[src/rtl/mem_io_pkg.sv]
// Shared address map, STATUS bit positions and IO decode helpers for the memory/IO bridge.
package mem_io_pkg;

  localparam logic [31:0] IO_DATA_A = 32'h0003_0000;
  localparam logic [31:0] IO_STAT_A = 32'h0003_0004;
  localparam logic [31:0] IO_CNT_A  = 32'h0003_0008;

  localparam int STAT_RX_EMPTY = 0;
  localparam int STAT_TX_FULL  = 1;
  localparam int STAT_TX_OVF   = 2;
  localparam int STAT_RX_OVF   = 3;

  typedef enum logic [1:0] {
    REG_NONE,
    REG_DATA,
    REG_STAT,
    REG_CNT
  } io_reg_e;

  // IO window is selected by address bits 17:16 alone; everything else goes to RAM.
  function automatic logic is_io(input logic [31:0] addr);
    return (addr & 32'h0003_0000) == 32'h0003_0000;
  endfunction

  function automatic io_reg_e decode_reg(input logic [31:0] addr);
    if (addr == IO_DATA_A) return REG_DATA;
    if (addr == IO_STAT_A) return REG_STAT;
    if (addr[31:2] == IO_CNT_A[31:2]) return REG_CNT;
    return REG_NONE;
  endfunction

endpackage

[src/rtl/mem_io_bridge_if.sv]
// CPU byte-wide memory port bundle: address, write byte, write strobe and 1-cycle read byte.
interface mem_io_bridge_if;
  logic [31:0] cpu_a;
  logic [7:0]  cpu_wn;
  logic        cpu_wr;
  logic [7:0]  cpu_rn;

  modport master (output cpu_a, output cpu_wn, output cpu_wr, input  cpu_rn);
  modport slave  (input  cpu_a, input  cpu_wn, input  cpu_wr, output cpu_rn);
endinterface

[src/rtl/mem_io_bridge_byte_fifo.sv]
// Byte FIFO with log2(DEPTH)+1 bit pointers; the extra MSB distinguishes full from empty.
module byte_fifo #(
  parameter int DEPTH = 16
) (
  input  logic       clk,
  input  logic       rst,
  input  logic       push,
  input  logic       pop,
  input  logic [7:0] din,
  output logic [7:0] dout,
  output logic       full,
  output logic       empty
);

  localparam int AW = $clog2(DEPTH);

  logic [7:0]  mem_reg [DEPTH];
  logic [AW:0] wr_ptr_reg, rd_ptr_reg;
  logic        do_push, do_pop;

  assign empty   = (wr_ptr_reg == rd_ptr_reg);
  assign full    = (wr_ptr_reg[AW] != rd_ptr_reg[AW]) &&
                   (wr_ptr_reg[AW-1:0] == rd_ptr_reg[AW-1:0]);
  assign do_pop  = pop & ~empty;
  // A pop in the same cycle frees the slot, so a push into a full FIFO still lands.
  assign do_push = push & (~full | do_pop);
  assign dout    = mem_reg[rd_ptr_reg[AW-1:0]];

  always_ff @(posedge clk) begin
    if (do_push) mem_reg[wr_ptr_reg[AW-1:0]] <= din;
  end

  always_ff @(posedge clk) begin
    if (rst) begin
      wr_ptr_reg <= '0;
      rd_ptr_reg <= '0;
    end else begin
      if (do_push) wr_ptr_reg <= wr_ptr_reg + 1'b1;
      if (do_pop)  rd_ptr_reg <= rd_ptr_reg + 1'b1;
    end
  end

endmodule

[src/rtl/mem_io_bridge.sv]
// CPU byte-port decoder: RAM or a UART-style byte IO window, fixed 1-cycle read latency.
// Optional MEM_IO_CYCLE_CNT_EN adds a snapshot-coherent 32-bit cycle counter at 0x30008..0x3000B.
module mem_io_bridge
  import mem_io_pkg::*;
#(
  parameter int RAM_AW     = 17,
  parameter int FIFO_DEPTH = 16
) (
  input  logic              clk,
  input  logic              rst,
  mem_io_bridge_if.slave    cpu,
  output logic [RAM_AW-1:0] ram_a,
  output logic [7:0]        ram_wn,
  output logic              ram_we,
  input  logic [7:0]        ram_rn,
  output logic [7:0]        tx_data,
  output logic              tx_valid,
  input  logic              tx_ready,
  input  logic [7:0]        rx_data,
  input  logic              rx_valid,
  output logic              rx_ready
);

  io_reg_e    reg_sel;
  logic       io, data_rd, data_rd_prev_reg;
  logic       tx_push, tx_pop, tx_drop, rx_pop, rx_drop, ovf_clr;
  logic       tx_full, tx_empty, rx_full, rx_empty;
  logic [7:0] rx_dout, stat_byte, cnt_byte, io_next;
  logic       tx_ovf_reg, rx_ovf_reg;
  logic       sel_q;
  logic [7:0] io_q;

  assign io      = is_io(cpu.cpu_a);
  assign reg_sel = decode_reg(cpu.cpu_a);
  assign ram_a   = cpu.cpu_a[RAM_AW-1:0];
  assign ram_wn  = cpu.cpu_wn;
  assign ram_we  = cpu.cpu_wr & ~io;

  // A DATA read held over several cycles pops only on its first cycle.
  assign data_rd = io & ~cpu.cpu_wr & (reg_sel == REG_DATA);
  assign rx_pop  = data_rd & ~data_rd_prev_reg & ~rx_empty;
  assign rx_drop = rx_valid & rx_full & ~rx_pop;

  assign tx_push = io & cpu.cpu_wr & (reg_sel == REG_DATA);
  assign tx_pop  = ~tx_empty & tx_ready;
  assign tx_drop = tx_push & tx_full & ~tx_pop;
  assign ovf_clr = io & cpu.cpu_wr & (reg_sel == REG_STAT) & cpu.cpu_wn[0];

  assign tx_valid = ~tx_empty;
  assign rx_ready = ~rx_full;
  assign cpu.cpu_rn = sel_q ? io_q : ram_rn;

  byte_fifo #(.DEPTH(FIFO_DEPTH)) u_tx_fifo (
    .clk   (clk),
    .rst   (rst),
    .push  (tx_push),
    .pop   (tx_pop),
    .din   (cpu.cpu_wn),
    .dout  (tx_data),
    .full  (tx_full),
    .empty (tx_empty)
  );

  byte_fifo #(.DEPTH(FIFO_DEPTH)) u_rx_fifo (
    .clk   (clk),
    .rst   (rst),
    .push  (rx_valid),
    .pop   (rx_pop),
    .din   (rx_data),
    .dout  (rx_dout),
    .full  (rx_full),
    .empty (rx_empty)
  );

  always_comb begin
    stat_byte                = 8'h00;
    stat_byte[STAT_RX_EMPTY] = rx_empty;
    stat_byte[STAT_TX_FULL]  = tx_full;
    stat_byte[STAT_TX_OVF]   = tx_ovf_reg;
    stat_byte[STAT_RX_OVF]   = rx_ovf_reg;
  end

`ifdef MEM_IO_CYCLE_CNT_EN
  logic [31:0] cnt_reg, snap_reg;
  logic        cnt_rd0;

  // Byte0 read latches the whole count so bytes 1..3 come from the same instant.
  assign cnt_rd0 = io & ~cpu.cpu_wr & (reg_sel == REG_CNT) & (cpu.cpu_a[1:0] == 2'b00);

  always_ff @(posedge clk) begin
    if (rst) begin
      cnt_reg  <= '0;
      snap_reg <= '0;
    end else begin
      cnt_reg <= cnt_reg + 32'd1;
      if (cnt_rd0) snap_reg <= cnt_reg;
    end
  end

  always_comb begin
    cnt_byte = 8'h00;
    case (cpu.cpu_a[1:0])
      2'd0:    cnt_byte = cnt_reg[7:0];
      2'd1:    cnt_byte = snap_reg[15:8];
      2'd2:    cnt_byte = snap_reg[23:16];
      default: cnt_byte = snap_reg[31:24];
    endcase
  end
`else
  assign cnt_byte = 8'h00;
`endif

  always_comb begin
    io_next = 8'h00;
    if (io && !cpu.cpu_wr) begin
      case (reg_sel)
        REG_DATA: io_next = rx_empty ? 8'h00 : rx_dout;
        REG_STAT: io_next = stat_byte;
        REG_CNT:  io_next = cnt_byte;
        default:  io_next = 8'h00;
      endcase
    end
  end

  always_ff @(posedge clk) begin
    if (rst) begin
      sel_q            <= 1'b1;
      io_q             <= 8'h00;
      data_rd_prev_reg <= 1'b0;
      tx_ovf_reg       <= 1'b0;
      rx_ovf_reg       <= 1'b0;
    end else begin
      sel_q            <= io;
      io_q             <= io_next;
      data_rd_prev_reg <= data_rd;
      // A new overflow in the same cycle as a clear stays visible.
      if (ovf_clr) begin
        tx_ovf_reg <= 1'b0;
        rx_ovf_reg <= 1'b0;
      end
      if (tx_drop) tx_ovf_reg <= 1'b1;
      if (rx_drop) rx_ovf_reg <= 1'b1;
    end
  end

endmodule
[src/flat_wrapper.sv]
// flat-port wrapper written by rule: the top's interface ports become plain ports
module mem_io_bridge_flat import mem_io_pkg::*;
#(
  parameter int RAM_AW     = 17,
  parameter int FIFO_DEPTH = 16
)
  (clk, rst, ram_a, ram_wn, ram_we, ram_rn, tx_data, tx_valid, tx_ready, rx_data, rx_valid, rx_ready, cpu_cpu_a, cpu_cpu_wn, cpu_cpu_wr, cpu_cpu_rn);
  mem_io_bridge_if cpu_i ();
  input  logic clk;
  input  logic rst;
  output logic [RAM_AW-1:0] ram_a;
  output logic [7:0] ram_wn;
  output logic ram_we;
  input  logic [7:0] ram_rn;
  output logic [7:0] tx_data;
  output logic tx_valid;
  input  logic tx_ready;
  input  logic [7:0] rx_data;
  input  logic rx_valid;
  output logic rx_ready;
  input wire logic [$bits(cpu_i.cpu_a)-1:0] cpu_cpu_a;
  input wire logic [$bits(cpu_i.cpu_wn)-1:0] cpu_cpu_wn;
  input wire logic [$bits(cpu_i.cpu_wr)-1:0] cpu_cpu_wr;
  output wire logic [$bits(cpu_i.cpu_rn)-1:0] cpu_cpu_rn;
  assign cpu_i.cpu_a = cpu_cpu_a;
  assign cpu_i.cpu_wn = cpu_cpu_wn;
  assign cpu_i.cpu_wr = cpu_cpu_wr;
  assign cpu_cpu_rn = cpu_i.cpu_rn;
  mem_io_bridge #(.RAM_AW(RAM_AW), .FIFO_DEPTH(FIFO_DEPTH)) u_core (.clk(clk), .rst(rst), .cpu(cpu_i), .ram_a(ram_a), .ram_wn(ram_wn), .ram_we(ram_we), .ram_rn(ram_rn), .tx_data(tx_data), .tx_valid(tx_valid), .tx_ready(tx_ready), .rx_data(rx_data), .rx_valid(rx_valid), .rx_ready(rx_ready));
endmodule
[config.mk]
export PLATFORM = sky130hd
export DESIGN_NAME = mem_io_bridge_flat
export DESIGN_NICKNAME = d
export VERILOG_FILES = /design/src/rtl/mem_io_pkg.sv /design/src/rtl/mem_io_bridge_if.sv /design/src/rtl/mem_io_bridge_byte_fifo.sv /design/src/rtl/mem_io_bridge.sv /design/src/flat_wrapper.sv
export SDC_FILE = /design/constraint.sdc
export NUM_CORES = 1
export LEC_CHECK = 0
export BUFFER_PORTS_ARGS = -buffer_cell sky130_fd_sc_hd__buf_4
export CAP_MARGIN = 20
export CORE_ASPECT_RATIO = 0.8
export CORE_MARGIN = 2
export CORE_UTILIZATION = 40
export DETAILED_ROUTE_END_ITERATION = 8
export GPL_TIMING_DRIVEN = 0
export PLACE_DENSITY = 0.57
export SYNTH_ARGS = -nofsm -noshare
export SYNTH_HDL_FRONTEND = slang
export SYNTH_SLANG_ARGS = --single-unit
[constraint.sdc]
create_clock -name clk -period 6.4 [get_ports clk]
set_input_delay 0.96 -clock clk [delete_from_list [all_inputs] [get_ports clk]]
set_output_delay 0.96 -clock clk [all_outputs]
set_load 0.02 [all_outputs]
==> results summary <==
The source-to-sink clock delay at the later pin of the worst-skew pair is 540 ps. Setup repair after global routing left no endpoint under its margin. The remaining antenna violation count came out at 0. The synthesized area per cell is 19.1 um2. The maximum number of pins on one net before global-route repair is 19. By area the synthesized netlist is led by sky130_fd_sc_hd__edfxtp_1 64%, sky130_fd_sc_hd__mux4_2 12%, sky130_fd_sc_hd__dfxtp_1 6.7%, sky130_fd_sc_hd__mux4_1 3.1%, sky130_fd_sc_hd__buf_4 1.7%. The initial antenna violation count is 0. The post-route clock period utilization is 58.9%. For this run, the register share of the synthesized area comes to 71.0%. The placement row count is 56. The number of flops mapped to enable cells by yosys is 256. From bottom edge to top edge, the die measures 159 um.

The max-cap violation count came out at 0. The TritonCTS clock tree is built. The kind of start point of the critical path is a flip-flop. Of the cells placed in the final design, the portion with a size suffix greater than 1 is 35.7%.

The number of buffers inserted by hold repair at cts came out at 0. The post-route minimum period came out at 3770 ps. The via count of the first global-routing pass was 6302.

The detailed placer's ending HPWL is 17300 um. The maximum clock rate came out at 265 MHz. The routed length per placed instance is 21.2 um. CTS saw 296 sinks.

The DRC violation count after routing came out at 0. The clock transition at the register clock pins on the worst setup and hold paths after CTS is 60 ps. The total die area came out at 31300 um2. Once the clock tree was built, the resizer swapped 0 gates to a different size. The data required time of the worst path came out at 5440 ps.

The post-synth design cell area is 11900 um2. The count of boundary I/O pins is 105. The capturing element type of the critical path is an output port. The total setup violations reported at the end of the flow is 0.

The x dimension of the die came out at 197 um. The flow ran to the end, and the final reports show no timing, DRC or antenna violations. The max-slew violation total from the final report came out at 0. The area of the multi-input gates is 3110 um2. After the first detailed-routing iteration, the DRC count stood at 483.

The post-route standard cell area excluding fillers came out at 14300 um2. After synthesis, the most frequently instantiated cells are 256 x sky130_fd_sc_hd__edfxtp_1, 65 x sky130_fd_sc_hd__mux4_2, 42 x sky130_fd_sc_hd__nor2_1. The depth of the worst hold-timing path came out at 2.

The sum of negative setup slack came out at 0 ps. The placeable core region came out at 29400 um2. The cell area after placement is 13300 um2. The number of warning messages in the yosys log came out at 0. 0 antenna diodes ended up in the layout. The tree is rooted in a sky130_fd_sc_hd__clkbuf_16.

The remaining global-route overflow came out at 0. TritonCTS created 30 clock buffers. The register area is 8490 um2. The source of the worst register-to-register timing path is u_core.u_rx_fifo.wr_ptr_reg[1].

The worst setup path is of the flip-flop to output port kind. The final layout contains 841 nets. The setup skew after layout came out at 8.91 ps. The number of cells on the worst reg-to-reg path is 8. Summing over every cut layer, the via total after detailed routing is 6166. The worst max-slew margin expressed relative to the limit is 34.1%. The number of instances in the synthesized netlist came out at 627. For the pin with the worst max-slew slack, the measured transition is 981 ps. The maximum net fanout on the critical path is 10. The predominant post-synthesis flop cell is sky130_fd_sc_hd__edfxtp_1. Power spread over the standard cell area amounts to 281 nW/um2.

The effective utilization at floorplan is 40.7%. Counting the fill cells in the layout gives 2405. The detailed-router iteration count before antenna repair is 5.

The number of distinct standard cells referenced by the synthesized netlist is 47. The worst-case vdd ir drop came out at 0.230 mV. The flop and latch count out of synthesis is 296. The final hold violation count is 0. The final RePlAce weighted congestion is 0.789.

Summed over all instances, the cell type with the most area after synthesis is sky130_fd_sc_hd__edfxtp_1. The count of buffers added on input and output ports is 102. The proportion of synthesized flip-flops having asynchronous set or reset is 0%.

The maximum level of the CTS H-tree came out at 1. In this run the most critical hold path is launched from u_core.u_tx_fifo.wr_ptr_reg[4]. The reported leakage power came out at 4.82 nW. In the global route stage, overall resource usage came out at 16.1%.

Compared with the post-synthesis result, the final layout area differs by 19.5%. The detailed-route wire length came out at 24800 um. The clock tree buffer depth came out at 3. After clock tree synthesis, the setup repair step added 0 buffers. The first-pass GRT wire length is 37400 um. Synthesis produced a netlist with a net count of 698. The arrival time reported for the critical path endpoint came out at 2810 ps.

Dividing the detail-routed via count by the number of cells gives 5.27. The class of the worst hold path is flip-flop to flip-flop. After synthesis, the largest area contributor takes up 64.3% of total cell area. The most common cell in the netlist is sky130_fd_sc_hd__edfxtp_1.
-- through the flow --
stage               setup slack [ps]  std cells  power [mW]  hold slack, ps  utilization, %
detailed placement              2480       1115        2.31             484            45.2
finish                          2630       1170        4.02             501            48.6
global placement                2330       1106        2.30             476            44.9
floorplan                       3290        627        2.22             456               -
CTS                             2570       1170        4.07             499            48.6
global route                    2490       1170        4.17             536            48.6
-- cell families (layout without fill, tap and decap cells) --
group	after synthesis	in the layout	share of synthesized area, %
AOI/OAI and AO/OA	20	20	1.15
adders and majority gates	10	10	1.05
DFF	296	296	71.0
buffers and inverters	64	230	3.25
and+or+nand+nor	124	124	5.48
xor gates and xnor gates	21	21	1.54
muxes	92	92	16.5
-- worst max-delay path, stage by stage, from the launching register on --
cell	delay, ps
sky130_fd_sc_hd__dfxtp_1	310
sky130_fd_sc_hd__clkbuf_1	220
sky130_fd_sc_hd__buf_2	430
sky130_fd_sc_hd__mux4_2	610
sky130_fd_sc_hd__mux4_2	510
sky130_fd_sc_hd__buf_4	180
-- layout by cell type (no fill, tap or decap), types with 13 or more instances in the layout --
cell	netlist	final
sky130_fd_sc_hd__clkbuf_16	0	31
sky130_fd_sc_hd__buf_4	27	131
sky130_fd_sc_hd__nor2_1	42	42
sky130_fd_sc_hd__clkbuf_1	14	15
sky130_fd_sc_hd__xor2_1	16	16
sky130_fd_sc_hd__buf_2	6	13
sky130_fd_sc_hd__mux4_1	14	14
sky130_fd_sc_hd__mux4_2	65	65
sky130_fd_sc_hd__dfxtp_1	40	40
sky130_fd_sc_hd__edfxtp_1	256	256
sky130_fd_sc_hd__nand2_1	15	15
-- area by class of cell --
cell class | count | share of cell area, %
plain buffers | 55 | 2.48
clock buffers | 32 | 5.46
clock inverters | 23 | 1.56
inverters | 9 | 0.237
multi-input cells | 267 | 21.8
flip-flops and latches | 296 | 59.5
well taps | 377 | 3.30
repair buffers | 111 | 5.72
-- routing by layer --
layer	up-vias	share of wire, %	GRT usage (%)
met4	0	2.0	4.05
met1	3167	44	22.0
met2	191	48	27.2
li1	2769	-	-
met5	-	0	0
met3	39	5.9	2.56
-- power by group --
part / total (mW) / switching [mW] / internal (mW)
Combinational: 0.157 / 0.0868 / 0.0698
Clock: 1.75 / 0.709 / 1.04
Sequential: 2.11 / 0.00463 / 2.11
Total: 4.02 / 0.800 / 3.22
-- path summary, 6_finish.rpt --
kind	slack [ps]	endpoint
min reg2reg	500	u_core.u_tx_fifo.wr_ptr_reg[4]
max	2630	tx_data[3]
max reg2reg	3420	u_core.u_rx_fifo.mem_reg[11][7]
min	500	u_core.u_tx_fifo.wr_ptr_reg[4]
Note: power is estimated with default switching activity, not from simulation.
